`src/rtl/regfile_pkg.sv`:
```
// Shared widths, types and constants for the scoreboarded integer register file.
package regfile_pkg;

  localparam int unsigned REG_WIDTH_DEFAULT  = 32;
  localparam int unsigned ADDR_WIDTH_DEFAULT = 5;

  typedef logic [REG_WIDTH_DEFAULT-1:0]  reg_data_t;
  typedef logic [ADDR_WIDTH_DEFAULT-1:0] reg_addr_t;

  localparam int unsigned ZERO_REG = 0;

endpackage

```
`src/rtl/regfile_busy_tracker.sv`:
```
// Per-register busy scoreboard: WAW issue refusal and an incremental pending-producer count.
module regfile_busy_tracker
  import regfile_pkg::*;
#(
  parameter  int unsigned DEPTH = 32,
  localparam int unsigned AW    = $clog2(DEPTH)
) (
  input  logic             clk_i,
  input  logic             rst_ni,
  input  logic             wr_en_i,
  input  logic [AW-1:0]    wr_addr_i,
  input  logic             issue_valid_i,
  input  logic [AW-1:0]    issue_reg_i,
  output logic [DEPTH-1:0] busy_o,
  output logic             conflict_o,
  output logic [AW:0]      pending_o
);

  localparam logic [AW-1:0] ZeroAddr = AW'(ZERO_REG);
  localparam logic [AW:0]   CountOne = (AW+1)'(1);

  logic [DEPTH-1:0] busy_q, busy_d;
  logic [AW:0]      count_q, count_d;
  logic             clear, set, inc, dec, conflict;

  always_comb begin
    clear    = wr_en_i && (wr_addr_i != ZeroAddr);
    // A writeback to the same register this cycle frees the slot for the new producer.
    conflict = issue_valid_i && busy_q[issue_reg_i] && !(wr_en_i && (wr_addr_i == issue_reg_i));
    set      = issue_valid_i && !conflict && (issue_reg_i != ZeroAddr);

    busy_d = busy_q;
    if (clear) busy_d[wr_addr_i] = 1'b0;
    if (set)   busy_d[issue_reg_i] = 1'b1;
    busy_d[0] = 1'b0;

    inc = set && !busy_q[issue_reg_i];
    dec = clear && busy_q[wr_addr_i] && !(set && (issue_reg_i == wr_addr_i));

    count_d = count_q;
    if (inc && !dec) begin
      count_d = count_q + CountOne;
    end else if (dec && !inc) begin
      count_d = count_q - CountOne;
    end
  end

  always_ff @(posedge clk_i) begin
    if (!rst_ni) begin
      busy_q  <= '0;
      count_q <= '0;
    end else begin
      busy_q  <= busy_d;
      count_q <= count_d;
    end
  end

  assign busy_o     = busy_q;
  assign conflict_o = conflict;
  assign pending_o  = count_q;

endmodule

```
`src/rtl/regfile_scoreboard.sv`:
```
// Multi-read, single-write register file (x0 hard-wired to zero) with busy scoreboard.
// Optional same-cycle write-to-read bypass is enabled by defining REGFILE_BYPASS_EN.
module regfile_scoreboard
  import regfile_pkg::*;
#(
  parameter  int unsigned REG_WIDTH          = REG_WIDTH_DEFAULT,
  parameter  int unsigned DEPTH              = 32,
  parameter  int unsigned NUM_READ           = 2,
  localparam int unsigned ADDRESS_PORT_WIDTH = $clog2(DEPTH)
) (
  input  logic                                         CLK,
  input  logic                                         Reset,
  input  logic [NUM_READ-1:0][ADDRESS_PORT_WIDTH-1:0]  ReadReg,
  output logic [NUM_READ-1:0][REG_WIDTH-1:0]           ReadData,
  output logic [NUM_READ-1:0]                          ReadBusy,
  input  logic                                         RegWrite,
  input  logic [ADDRESS_PORT_WIDTH-1:0]                WriteAddress,
  input  logic [REG_WIDTH-1:0]                         WriteData,
  input  logic                                         IssueValid,
  input  logic [ADDRESS_PORT_WIDTH-1:0]                IssueReg,
  output logic                                         IssueConflict,
  output logic [ADDRESS_PORT_WIDTH:0]                  PendingCount
);

  localparam logic [ADDRESS_PORT_WIDTH-1:0] ZeroAddr = ADDRESS_PORT_WIDTH'(ZERO_REG);

  logic [REG_WIDTH-1:0] regs_q [DEPTH];
  logic [DEPTH-1:0]     busy;
  logic                 wr_hit;

  assign wr_hit = RegWrite && (WriteAddress != ZeroAddr);

  always_ff @(posedge CLK) begin
    if (!Reset) begin
      for (int i = 0; i < DEPTH; i++) regs_q[i] <= '0;
    end else if (wr_hit) begin
      regs_q[WriteAddress] <= WriteData;
    end
  end

  regfile_busy_tracker #(
    .DEPTH (DEPTH)
  ) u_busy_tracker (
    .clk_i         (CLK),
    .rst_ni        (Reset),
    .wr_en_i       (RegWrite),
    .wr_addr_i     (WriteAddress),
    .issue_valid_i (IssueValid),
    .issue_reg_i   (IssueReg),
    .busy_o        (busy),
    .conflict_o    (IssueConflict),
    .pending_o     (PendingCount)
  );

  always_comb begin
    for (int i = 0; i < NUM_READ; i++) begin
      ReadData[i] = '0;
      ReadBusy[i] = busy[ReadReg[i]];
      if (ReadReg[i] != ZeroAddr) ReadData[i] = regs_q[ReadReg[i]];
`ifdef REGFILE_BYPASS_EN
      if (wr_hit && (ReadReg[i] == WriteAddress)) begin
        ReadData[i] = WriteData;
        ReadBusy[i] = 1'b0;
      end
`else
`endif
    end
  end

endmodule

```
`config.mk`:
```
export PLATFORM = sky130hd
export DESIGN_NAME = regfile_scoreboard
export DESIGN_NICKNAME = d
export VERILOG_FILES = /design/src/rtl/regfile_pkg.sv /design/src/rtl/regfile_busy_tracker.sv /design/src/rtl/regfile_scoreboard.sv
export SDC_FILE = /design/constraint.sdc
export NUM_CORES = 2
export LEC_CHECK = 0
export CAP_MARGIN = 25
export CORE_MARGIN = 5
export CORE_UTILIZATION = 38
export CTS_CLUSTER_SIZE = 40
export DETAILED_ROUTE_END_ITERATION = 6
export PLACE_DENSITY_LB_ADDON = 0.12
export SETUP_SLACK_MARGIN = 0.02
export SLEW_MARGIN = 20
export SYNTH_ARGS = -nofsm -noshare
export SYNTH_HDL_FRONTEND = slang
export SYNTH_SLANG_ARGS = --single-unit
```
`constraint.sdc`:
```
create_clock -name CLK -period 4.36 [get_ports CLK]
set_input_delay 0.872 -clock CLK [delete_from_list [all_inputs] [get_ports CLK]]
set_output_delay 0.872 -clock CLK [all_outputs]
set_load 0.02 [all_outputs]
```
==> flow_summary.toml <==
[timing]
period_needed_ns = 4.34
grt_setup_unrepaired = "true"
worst_slack_ns = 0.0178
timing.hold.ws_ns = 0.524
period_share = 0.996
setup-violations-final = 0
finalClockSkew_ns = 0.0208
max_freq_ghz = 0.230
drv_slew = 0
worst_slew_pin_slew_ns = 1.07
hold_viol = 0
maxSlewHeadroom = 0.288

[synth]
syn_area_per_cell_sq_um = 15.8
synthSimpleGateAreaFrac = 0.124
synth.yosys.seq_area_share = 0.553
ys_seq_elements = 1061
synth_top_family_by_area = "multiplexers"
synth_fa_ha_area_frac = 0.00167
synth_compound_area_frac = 0.0164
netlist_instances = 3605
synth_top_area_cell = "edfxtp_1"
synthXorXnorAreaFrac = 0.00138
syn_area_sq_mm = 0.0570
synthMuxAreaShare = 0.266
async_flop_share = 0
synthFlopType = "edfxtp_1"
yosysWarnings = 0
synthDistinctLibCells = 50
ys_top_cells_by_area = "edfxtp_1 54%, mux4_2 26%, and2_1 11%"
synth_top_cell_area_share = 0.540
synth-edff-count = 1024

[detailed_routing]
routed_wl_mm = 209
routedWlPerCell_microns = 35.3
via_count = 34703
drt_iter0_markers = 4028
drcViolationCount = 0
via_per_inst = 5.85
ant_nets = 0
dr.pass1.iters = 5

[place]
port_buffers = 128
dp_cells = 5683
place_ws_ns = -0.0571
dp_hpwl_mm = 128
gp_congestion = 0.833

[clocking]
cts_buffers = 130
clock-sinks = 1061
insertion_delay_ns = 0.75
clk_pin_slew_ns = 0.06
cts_max_path_buffers = 3
cts_tree = "yes"
h-tree-depth = 4
root_buffer = "clkbuf_16"

[floorplanning]
pin_count = 129
design.die.area_sq_mm = 0.158
core_area_sq_mm = 0.149
core.rowCount = 142
dieWidth_microns = 397
start_util = 0.381
die_y_microns = 397

[worst_setup_path]
worstSetupStartpointType = "input port"
crit_buf_inv = 4
crit_fanout = 26
path_common_cell = "mux4_2"
timing.rr.start = "u_busy_tracker.busy_o[19]"
cp-end-kind = "output port"
slowest_stage = "clkdlybuf4s50_1"
r2r-end = "u_busy_tracker.pending_o[5]"
slowest_delay_ns = 0.59
reg2reg_depth = 15
crit_required_ns = 3.49
path_depth = 8
crit_chain = "buf_8 -> buf_16 -> buf_4 -> mux4_2 -> mux4_2 -> nand2_1 -> o21ai_1 -> clkdlybuf4s50_1"
cp_top_family = "buffers and inverters"
arrival_ns = 3.47
critPathKind = "in -> out"
rrSetupSlack_ns = 1.17

[finish]
final_common_cell = "edfxtp_1"
syn2layout_area_growth_pct = 17.7
fillers = 12956
fin_cells = 5928
layout-drive-gt1-share = 0.314
layout_common_cells = "1024 x edfxtp_1, 993 x and2_1, 666 x mux4_2"
post-route-util = 0.449
layout.nets = 3873

[global_routing]
overflow = 0
antenna_found_initial = 20
grt_max_degree = 40
grt_pass1_vias = 35339
grt_pass1_wl_mm = 291
grtUsageTotal = 0.266

[job]
maxCapViolCount = 0

[min_path]
worstHoldPathCells = 2
hold_class = "reg -> reg"
worstHoldStart = "u_busy_tracker.busy_o[13]"
whs_endpoint = "u_busy_tracker.busy_o[13]"

[pwr]
p_leak_nw = 23.0
powerDensity_mw_per_mm2 = 385
ir_worst_vdd_v = 0.000257

[outcome]
status = "completed"
-- flip-flops by register name, summed over array words and instances (netlist names) --
signal / cells
regs_q: 1024
u_busy_tracker.busy_o: 31
u_busy_tracker.pending_o: 6
-- timing repair --
item                       in CTS  in global routing
resized for setup               0                 10
buffers inserted                0                  0
setup endpoints to repair       0                 14
hold buffers                    0                  0
-- cell type report --
class	instances	area [sq um]	share of cell area
Timing Repair Buffer	423	4750	0.0708
Antenna cell	9	22.5	0.000336
Multi-Input combinational cell	2086	24000	0.358
Clock inverter	68	418	0.00623
Clock buffer	157	3420	0.0510
Tap cell	2016	2520	0.0376
Inverter	108	407	0.00607
Sequential cell	1061	31500	0.470
-- cell families after synthesis --
kind of cell    Yosys count
other cells               1
simple gates           1193
buf+inv                 489
xor+xnor                  9
compound gates          162
mux                     683
flops                  1061
fa+ha+maj                 7
-- where the power goes --
| part | switching (mW) | internal (mW) |
|---|---|---|
| combinational | 1.95 | 1.69 |
| sequential | 0.287 | 11.7 |
| clock | 4.38 | 5.73 |
-- stage by stage --
| stage | power, mW | setup TNS (ns) | cell area [sq um] |
|---|---|---|---|
| floorplan | 14.3 | -28.95 | 57100 |
| global placement | 15.8 | -0.0662 | 62900 |
| detailed placement | 15.9 | -0.0571 | 63000 |
| CTS | 26.0 | 0 | 66800 |
| global route | 26.6 | -0.00514 | 67000 |
| finish | 25.8 | 0 | 67000 |
-- how the worst max path moves through the flow --
stage               slack (ns)       startpoint                           to
finish                    0.02       ReadReg[0]                 ReadData[11]
CTS                       0.04      IssueReg[3]                IssueConflict
detailed placement       -0.06  WriteAddress[0]  u_busy_tracker.pending_o[5]
global route            -0.005       ReadReg[0]                 ReadData[24]
floorplan                -0.08  WriteAddress[1]                regs_q[11][0]
global placement         -0.07  WriteAddress[1]  u_busy_tracker.pending_o[5]
-- worst reg2reg max path: stages (launching register included) --
cell	delay [ns]
dfxtp_1	0.40
mux4_2	0.49
nand3_1	0.09
o21ai_0	0.08
nor4_1	0.41
or4_1	0.18
ha_1	0.16
inv_1	0.06
buf_4	0.15
ha_1	0.29
nand3_1	0.09
nand2_1	0.08
a21o_1	0.18
a21oi_1	0.22
a21oi_1	0.06
nand4b_1	0.16
-- cell usage after synthesis, drive strengths merged, types with 2 or more instances --
cell       n
ha         6
inv      108
nor2      59
mux2i     11
o41ai      2
mux2       6
a21oi     10
nand3b     8
a21o       3
or3        2
nor4       2
buf      121
o22ai     27
or2        2
or3b       3
dfxtp     37
xor2       5
nand4b     2
xnor2      4
clkbuf   260
mux4     666
nand3     12
o21ai    102
o211ai     4
nand2     96
nor3       5
nand4      4
and2     993
a32o       5
nor3b      4
edfxtp  1024
-- layer usage --
metal | wire [microns] | track usage
met1 | 86900 | 0.373
met2 | 101000 | 0.433
met3 | 15100 | 0.0434
met4 | 6390 | 0.0751
met5 | 13 | 0
No activity file was read; power rests on OpenSTA's default activity.
